<file path="src/rtl/cascade_counter_pkg.sv">
// Shared constants and helpers for the mixed-radix cascade counter.
package cascade_counter_pkg;

   // Widest packed base vector the helpers accept (32 digits of 5-bit fields).
   localparam int BASES_MAX_W = 160;

   // MM:SS, digit 0 (seconds units) in the least significant field.
   localparam logic [19:0] MMSS_BASES = {5'd6, 5'd10, 5'd6, 5'd10};

   // HH:MM:SS for a 99:59:59 stopwatch range, seconds units in the LSB field.
   localparam logic [29:0] HHMMSS_BASES = {5'd10, 5'd10, 5'd6, 5'd10, 5'd6, 5'd10};

   // Extract the radix of digit i from a packed base vector of field_w-bit fields.
   function automatic int unsigned digit_base(input logic [BASES_MAX_W-1:0] bases,
                                              input int unsigned i,
                                              input int unsigned field_w = 32'd5);
      logic [BASES_MAX_W-1:0] mask;
      mask = (BASES_MAX_W'(1) << field_w) - BASES_MAX_W'(1);
      return 32'((bases >> (i * field_w)) & mask);
   endfunction

   // Limit a preset digit to the legal range 0..base-1.
   function automatic int unsigned clamp_digit(input int unsigned v, input int unsigned base);
      int unsigned r;
      if (v >= base) begin
         r = base - 32'd1;
      end else begin
         r = v;
      end
      return r;
   endfunction

endpackage

</file>
<file path="src/rtl/cascade_counter_digit.sv">
// One radix-BASE digit of the cascade: clear / preset / up-down step with wrap.
module cascade_digit
   import cascade_counter_pkg::*;
#(
   parameter int          DIGIT_BITS = 4,
   parameter int unsigned BASE       = 10
) (
   input  logic                  clk,
   input  logic                  rst,
   input  logic                  step,
   input  logic                  up_down,
   input  logic                  clear,
   input  logic                  load,
   input  logic [DIGIT_BITS-1:0] load_digit,
   output logic [DIGIT_BITS-1:0] value,
   output logic                  at_terminal
);

   localparam logic [DIGIT_BITS-1:0] MAX_VAL  = DIGIT_BITS'(BASE - 32'd1);
   localparam logic [DIGIT_BITS-1:0] ZERO_VAL = {DIGIT_BITS{1'b0}};
   localparam logic [DIGIT_BITS-1:0] ONE_VAL  = DIGIT_BITS'(32'd1);

   logic [DIGIT_BITS-1:0] next_val;
   logic [DIGIT_BITS-1:0] load_val;

   // Terminal value depends on the live direction: base-1 going up, 0 going down.
   assign at_terminal = up_down ? (value == MAX_VAL) : (value == ZERO_VAL);

   // Next digit value: clear beats load, load beats step; out-of-range presets are clamped.
   always_comb begin
      load_val = DIGIT_BITS'(clamp_digit(32'(load_digit), BASE));
      if (clear) begin
         if (up_down) begin
            next_val = ZERO_VAL;
         end else begin
            next_val = MAX_VAL;
         end
      end else if (load) begin
         next_val = load_val;
      end else if (step) begin
         if (up_down) begin
            next_val = (value == MAX_VAL) ? ZERO_VAL : value + ONE_VAL;
         end else begin
            next_val = (value == ZERO_VAL) ? MAX_VAL : value - ONE_VAL;
         end
      end else begin
         next_val = value;
      end
   end

   // Digit state register.
   always_ff @(posedge clk or posedge rst) begin
      if (rst) begin
         value <= ZERO_VAL;
      end else begin
         value <= next_val;
      end
   end

endmodule

</file>
<file path="src/rtl/cascade_counter.sv">
// N-digit mixed-radix up/down counter with wrap/saturate, clear, preset, lap capture.
module cascade_counter
   import cascade_counter_pkg::*;
#(
   parameter int                                    NUM_DIGITS  = 4,
   parameter int                                    DIGIT_BITS  = 4,
   parameter logic [NUM_DIGITS*(DIGIT_BITS+1)-1:0]  DIGIT_BASES = MMSS_BASES,
   parameter int                                    WRAP        = 1
) (
   input  logic                             clk,
   input  logic                             rst,
   input  logic                             enable,
   input  logic                             up_down,
   input  logic                             clear,
   input  logic                             load,
   input  logic [NUM_DIGITS*DIGIT_BITS-1:0] load_value,
   input  logic                             lap,
   output logic [NUM_DIGITS*DIGIT_BITS-1:0] count,
   output logic [NUM_DIGITS*DIGIT_BITS-1:0] lap_count,
   output logic                             lap_valid,
   output logic                             terminal,
   output logic                             overflow
);

   localparam int                       W         = NUM_DIGITS * DIGIT_BITS;
   localparam int unsigned              FIELD_W   = DIGIT_BITS + 1;
   localparam logic [BASES_MAX_W-1:0]   BASES_EXT = BASES_MAX_W'(DIGIT_BASES);
   localparam logic                     WRAP_EN   = (WRAP != 0);

   logic [NUM_DIGITS-1:0] at_term;
   logic [NUM_DIGITS-1:0] lower_term;
   logic [NUM_DIGITS-1:0] step;
   logic [W-1:0]          digits;
   logic                  chain_acc;
   logic                  all_term;
   logic                  advance;

   // Carry AND-chain: digit i may step only when every lower digit is terminal.
   always_comb begin
      chain_acc = 1'b1;
      for (int i = 0; i < NUM_DIGITS; i++) begin
         lower_term[i] = chain_acc;
         chain_acc     = chain_acc & at_term[i];
      end
      all_term = chain_acc;
   end

   // In saturate mode a fully terminal chain stops stepping; in wrap mode every digit rolls.
   always_comb begin
      advance = enable & (WRAP_EN | ~all_term);
      step    = lower_term & {NUM_DIGITS{advance}};
   end

   for (genvar g = 0; g < NUM_DIGITS; g++) begin : g_digit
      cascade_digit #(
         .DIGIT_BITS (DIGIT_BITS),
         .BASE       (digit_base(BASES_EXT, g, FIELD_W))
      ) u_digit (
         .clk         (clk),
         .rst         (rst),
         .step        (step[g]),
         .up_down     (up_down),
         .clear       (clear),
         .load        (load),
         .load_digit  (load_value[g*DIGIT_BITS +: DIGIT_BITS]),
         .value       (digits[g*DIGIT_BITS +: DIGIT_BITS]),
         .at_terminal (at_term[g])
      );
   end

   assign count    = digits;
   assign terminal = all_term;

   // Overflow pulses for one cycle after an enabled step taken from the full terminal state.
   always_ff @(posedge clk or posedge rst) begin
      if (rst) begin
         overflow <= 1'b0;
      end else begin
         overflow <= enable & all_term & ~clear & ~load;
      end
   end

   // Lap capture samples the pre-update count; clear drops the valid flag unless a lap coincides.
   always_ff @(posedge clk or posedge rst) begin
      if (rst) begin
         lap_count <= {W{1'b0}};
         lap_valid <= 1'b0;
      end else if (lap) begin
         lap_count <= digits;
         lap_valid <= 1'b1;
      end else if (clear) begin
         lap_valid <= 1'b0;
      end
   end

endmodule

</file>
<file path="config.mk">
export PLATFORM = sky130hd
export DESIGN_NAME = cascade_counter
export DESIGN_NICKNAME = d
export VERILOG_FILES = /design/src/rtl/cascade_counter_pkg.sv /design/src/rtl/cascade_counter_digit.sv /design/src/rtl/cascade_counter.sv
export SDC_FILE = /design/constraint.sdc
export NUM_CORES = 1
export LEC_CHECK = 0
export ABC_CLOCK_PERIOD_IN_PS = 4550
export BUFFER_PORTS_ARGS = -buffer_cell sky130_fd_sc_hd__buf_2
export CORE_UTILIZATION = 59
export CTS_BUF_LIST = sky130_fd_sc_hd__clkbuf_2 sky130_fd_sc_hd__clkbuf_4 sky130_fd_sc_hd__clkbuf_8
export CTS_CLUSTER_SIZE = 28
export DETAILED_ROUTE_END_ITERATION = 6
export PLACE_DENSITY = 0.86
export SLEW_MARGIN = 30
export SYNTH_ARGS = -nofsm -noshare
export SYNTH_HDL_FRONTEND = slang
export SYNTH_SLANG_ARGS = --single-unit
export TNS_END_PERCENT = 30
</file>
<file path="constraint.sdc">
create_clock -name clk -period 4.55 [get_ports clk]
set_input_delay 0.455 -clock clk [delete_from_list [all_inputs] [get_ports clk]]
set_output_delay 0.455 -clock clk [all_outputs]
set_load 0.005 [all_outputs]
</file>
==> impl_metrics.xml <==
<?xml version="1.0" encoding="UTF-8"?>
<metrics>
  <group name="yosys">
    <metric name="synth_sequential_area_ratio" unit="%">38.7</metric>
    <metric name="synth_ff_type" unit="">sky130_fd_sc_hd__dfrtp_1</metric>
    <metric name="post_synth_edffs" unit="">0</metric>
    <metric name="yosysTopAreaCell" unit="">sky130_fd_sc_hd__dfrtp_1</metric>
    <metric name="syn_nets" unit="">257</metric>
    <metric name="netlist_area" unit="um2">2200</metric>
    <metric name="ys_types" unit="">50</metric>
    <metric name="synth-warning-count" unit="">0</metric>
    <metric name="yosys_register_bits" unit="">34</metric>
    <metric name="yosysTopAreaCellShare" unit="%">38.7</metric>
    <metric name="netlist_instances" unit="">228</metric>
    <metric name="synthTopCellsByArea" unit="">sky130_fd_sc_hd__dfrtp_1 39%, sky130_fd_sc_hd__mux2_2 9.2%, sky130_fd_sc_hd__ha_1 3.4%</metric>
    <metric name="synthesis.area_per_instance" unit="um2">9.63</metric>
    <metric name="synth_async_sr_flop_share" unit="%">100</metric>
  </group>
  <group name="final_layout">
    <metric name="fill_cells" unit="">255</metric>
    <metric name="layout.cells.most_common_list" unit="">57 x sky130_fd_sc_hd__buf_2, 34 x sky130_fd_sc_hd__dfrtp_1, 18 x sky130_fd_sc_hd__nor2_1, 18 x sky130_fd_sc_hd__mux2_2, 11 x sky130_fd_sc_hd__inv_1</metric>
    <metric name="antenna-diode-count" unit="">0</metric>
    <metric name="drive_gt1_share" unit="%">32.7</metric>
    <metric name="layout_nets" unit="">303</metric>
    <metric name="syn_to_final_growth" unit="%">18.4</metric>
    <metric name="final_util" unit="%">75.5</metric>
    <metric name="regArea" unit="um2">851</metric>
    <metric name="multiInputGateArea" unit="um2">1210</metric>
    <metric name="final_common_cell" unit="">sky130_fd_sc_hd__buf_2</metric>
  </group>
  <group name="clock_tree">
    <metric name="cts_hold_buffers" unit="">0</metric>
    <metric name="cts.htree.levels" unit="">2</metric>
    <metric name="clk_pin_slew" unit="ns">0.07</metric>
    <metric name="cts_setup_buffers" unit="">0</metric>
    <metric name="cts_made_buffers" unit="">5</metric>
    <metric name="clk-insertion-delay-late" unit="ns">0.30</metric>
    <metric name="cts-root-buf" unit="">sky130_fd_sc_hd__clkbuf_8</metric>
    <metric name="clockBufferDepth" unit="">2</metric>
    <metric name="numClockSinks" unit="">34</metric>
    <metric name="post_cts_resize_count" unit="">0</metric>
    <metric name="cts_tree" unit="">done</metric>
  </group>
  <group name="die">
    <metric name="design.core.area" unit="um2">3440</metric>
    <metric name="num_rows" unit="">21</metric>
    <metric name="dieArea" unit="um2">3970</metric>
    <metric name="floorplan.initialDensity" unit="%">63.8</metric>
    <metric name="pin_count" unit="">58</metric>
    <metric name="die_w" unit="um">63.0</metric>
    <metric name="die-height" unit="um">63.0</metric>
  </group>
  <group name="timing">
    <metric name="clock-skew-final" unit="ns">0.00553</metric>
    <metric name="final_hold_viol_count" unit="">0</metric>
    <metric name="layout_worst_path_cycle_share" unit="%">52.2</metric>
    <metric name="relSlewSlack" unit="%">65.0</metric>
    <metric name="report.final.setup_viol" unit="">0</metric>
    <metric name="final-max-slew-violation-count" unit="">0</metric>
    <metric name="timing.fmax" unit="MHz">421</metric>
    <metric name="setup_tns" unit="ns">0</metric>
    <metric name="worstMarginPinSlew" unit="ns">0.522</metric>
    <metric name="whs" unit="ns">0.241</metric>
    <metric name="period_needed" unit="ns">2.37</metric>
    <metric name="unrepaired_setup_endpoints_after_global_routing" unit="">false</metric>
  </group>
  <group name="route">
    <metric name="drtIter0Drc" unit="">197</metric>
    <metric name="detail_route.first_pass.iterations" unit="">4</metric>
    <metric name="detail_route.wirelength" unit="um">5120</metric>
    <metric name="drc_errors" unit="">0</metric>
    <metric name="antenna_violating_nets_post_route" unit="">0</metric>
    <metric name="route.detailed.vias_per_inst" unit="">6.12</metric>
    <metric name="avgRoutedWirePerCell" unit="um">15.9</metric>
    <metric name="num_vias" unit="">1964</metric>
  </group>
  <group name="setup_path">
    <metric name="rrSetupSlack" unit="ns">2.44</metric>
    <metric name="worstSetupStartpointType" unit="">register</metric>
    <metric name="timing.setup.critical_path_class" unit="">register to output port</metric>
    <metric name="rr_endpoint" unit="">g_digit[2].u_digit.value[2]</metric>
    <metric name="critPathArrivalTime" unit="ns">1.92</metric>
    <metric name="worstRegToRegCells" unit="">7</metric>
    <metric name="crit_required" unit="ns">4.09</metric>
    <metric name="worst_setup_path_end_kind" unit="">output port</metric>
    <metric name="crit-reg2reg-launch" unit="">g_digit[0].u_digit.value[0]</metric>
    <metric name="crit_fanout" unit="">8</metric>
  </group>
  <group name="flow_run">
    <metric name="max_cap_violations" unit="">0</metric>
  </group>
  <group name="grt">
    <metric name="antenna_found_initial" unit="">0</metric>
    <metric name="via_count_of_the_first_global_routing_pass" unit="">1784</metric>
    <metric name="total_global_route_track_usage" unit="%">27.6</metric>
    <metric name="grt_remaining_overflow" unit="">0</metric>
    <metric name="pin_count_of_the_biggest_net_entering_global_routing" unit="">35</metric>
    <metric name="grt_first_pass_wirelength" unit="um">8470</metric>
  </group>
  <group name="outcome">
    <metric name="status" unit="">finished clean</metric>
  </group>
  <group name="hold_path">
    <metric name="hp-class" unit="">primary input to asynchronous set/reset pin</metric>
  </group>
  <group name="place">
    <metric name="numPortBuffers" unit="">57</metric>
    <metric name="gp_congestion" unit="">0.803</metric>
    <metric name="dp_hpwl" unit="um">3610</metric>
  </group>
  <group name="power">
    <metric name="total_leakage_power" unit="nW">1.21</metric>
    <metric name="power.ir.vdd_worst" unit="mV">0.248</metric>
    <metric name="finalPower" unit="mW">0.892</metric>
    <metric name="cellPowerDensity" unit="nW/um2">343</metric>
  </group>
</metrics>
-- state kept, by name (all words and copies together), names as in the netlist --
| register | cells |
|---|---|
| lap_valid | 1 |
| overflow | 1 |
| g_digit.u_digit.value | 16 |
| lap_count | 16 |
-- cell usage after synthesis, types with 2 or more instances --
| master | instances |
|---|---|
| sky130_fd_sc_hd__nand2b_1 | 5 |
| sky130_fd_sc_hd__o21ai_0 | 10 |
| sky130_fd_sc_hd__a21o_1 | 3 |
| sky130_fd_sc_hd__nor3_1 | 7 |
| sky130_fd_sc_hd__dfrtp_1 | 34 |
| sky130_fd_sc_hd__nor4_1 | 5 |
| sky130_fd_sc_hd__and3_1 | 5 |
| sky130_fd_sc_hd__nand3_1 | 6 |
| sky130_fd_sc_hd__a32o_1 | 2 |
| sky130_fd_sc_hd__mux2_2 | 18 |
| sky130_fd_sc_hd__a211oi_1 | 6 |
| sky130_fd_sc_hd__inv_1 | 11 |
| sky130_fd_sc_hd__o221ai_1 | 2 |
| sky130_fd_sc_hd__or2_2 | 2 |
| sky130_fd_sc_hd__xnor2_1 | 2 |
| sky130_fd_sc_hd__nand2_1 | 10 |
| sky130_fd_sc_hd__nand4b_1 | 2 |
| sky130_fd_sc_hd__a311o_1 | 3 |
| sky130_fd_sc_hd__a2111oi_0 | 2 |
| sky130_fd_sc_hd__a211o_1 | 2 |
| sky130_fd_sc_hd__xor2_1 | 5 |
| sky130_fd_sc_hd__nor4b_1 | 2 |
| sky130_fd_sc_hd__clkbuf_1 | 9 |
| sky130_fd_sc_hd__o211ai_1 | 5 |
| sky130_fd_sc_hd__a21oi_1 | 8 |
| sky130_fd_sc_hd__buf_2 | 8 |
| sky130_fd_sc_hd__mux2i_1 | 3 |
| sky130_fd_sc_hd__ha_1 | 6 |
| sky130_fd_sc_hd__o21bai_1 | 2 |
| sky130_fd_sc_hd__nor2_1 | 18 |
| sky130_fd_sc_hd__nor3b_1 | 2 |
| sky130_fd_sc_hd__nand3b_1 | 5 |
-- where the power goes --
group	leakage [nW]	switching (mW)	internal, mW	total, mW
combinational	0.709	0.0859	0.0862	0.172
sequential	0.429	0.0377	0.328	0.366
clock	0.0714	0.120	0.234	0.354
total	1.21	0.244	0.648	0.892
-- layer usage --
layer	part of all wire (%)	GRT usage, %	vias up
met5	0	0	-
met4	1.4	10.5	0
met3	7.3	6.02	8
met2	48	44.9	88
met1	44	35.6	937
li1	-	-	931
-- kinds of logic (layout without fill, tap and decap cells) --
group,count (synthesis),in the layout,share of synthesized area [%]
AND/OR/NAND/NOR,74,74,18.8
XOR/XNOR,7,7,2.79
AO/OA/AOI/OAI,55,55,18.7
adder cells (fa/ha/maj),6,6,3.42
flip-flops,34,34,38.7
multiplexers,22,22,11.6
buffers and inverters,30,77,5.93
-- worst max-delay path, cell delays in order (launching register included) --
cell and delay, ns:
sky130_fd_sc_hd__dfrtp_1 0.46, sky130_fd_sc_hd__inv_1 0.09, sky130_fd_sc_hd__ha_1 0.22, sky130_fd_sc_hd__nor3b_4 0.25, sky130_fd_sc_hd__o21ai_0 0.13, sky130_fd_sc_hd__nor4b_1 0.30
sky130_fd_sc_hd__buf_2 0.17
-- how the worst max path moves through the flow --
stage	to	slack, ns	from	cells after the start
floorplan	g_digit[3].u_digit.value[1]	2.57	g_digit[0].u_digit.value[0]	6
global placement	terminal	2.34	up_down	5
detailed placement	g_digit[3].u_digit.value[1]	2.33	up_down	5
CTS	terminal	2.17	g_digit[0].u_digit.value[0]	6
global route	terminal	1.98	g_digit[0].u_digit.value[0]	6
finish	terminal	2.18	g_digit[0].u_digit.value[0]	6
-- cell type report --
class	count	share of cell area (%)
clock buffer	6	3.18
clock inverter	2	2.31
inverter	11	1.59
multi-input combinational	164	46.7
sequential	34	32.7
tap	46	2.21
timing repair buffer	58	11.3
-- stage by stage --
stage               instance area, um2  cells  setup slack [ns]
finish                            2600    321              2.18
global placement                  2460    313              2.34
CTS                               2600    321              2.17
floorplan                         2200    228              2.57
detailed placement                2460    313              2.33
global route                      2600    321              1.98
No activity file was read; power rests on OpenSTA's default activity.
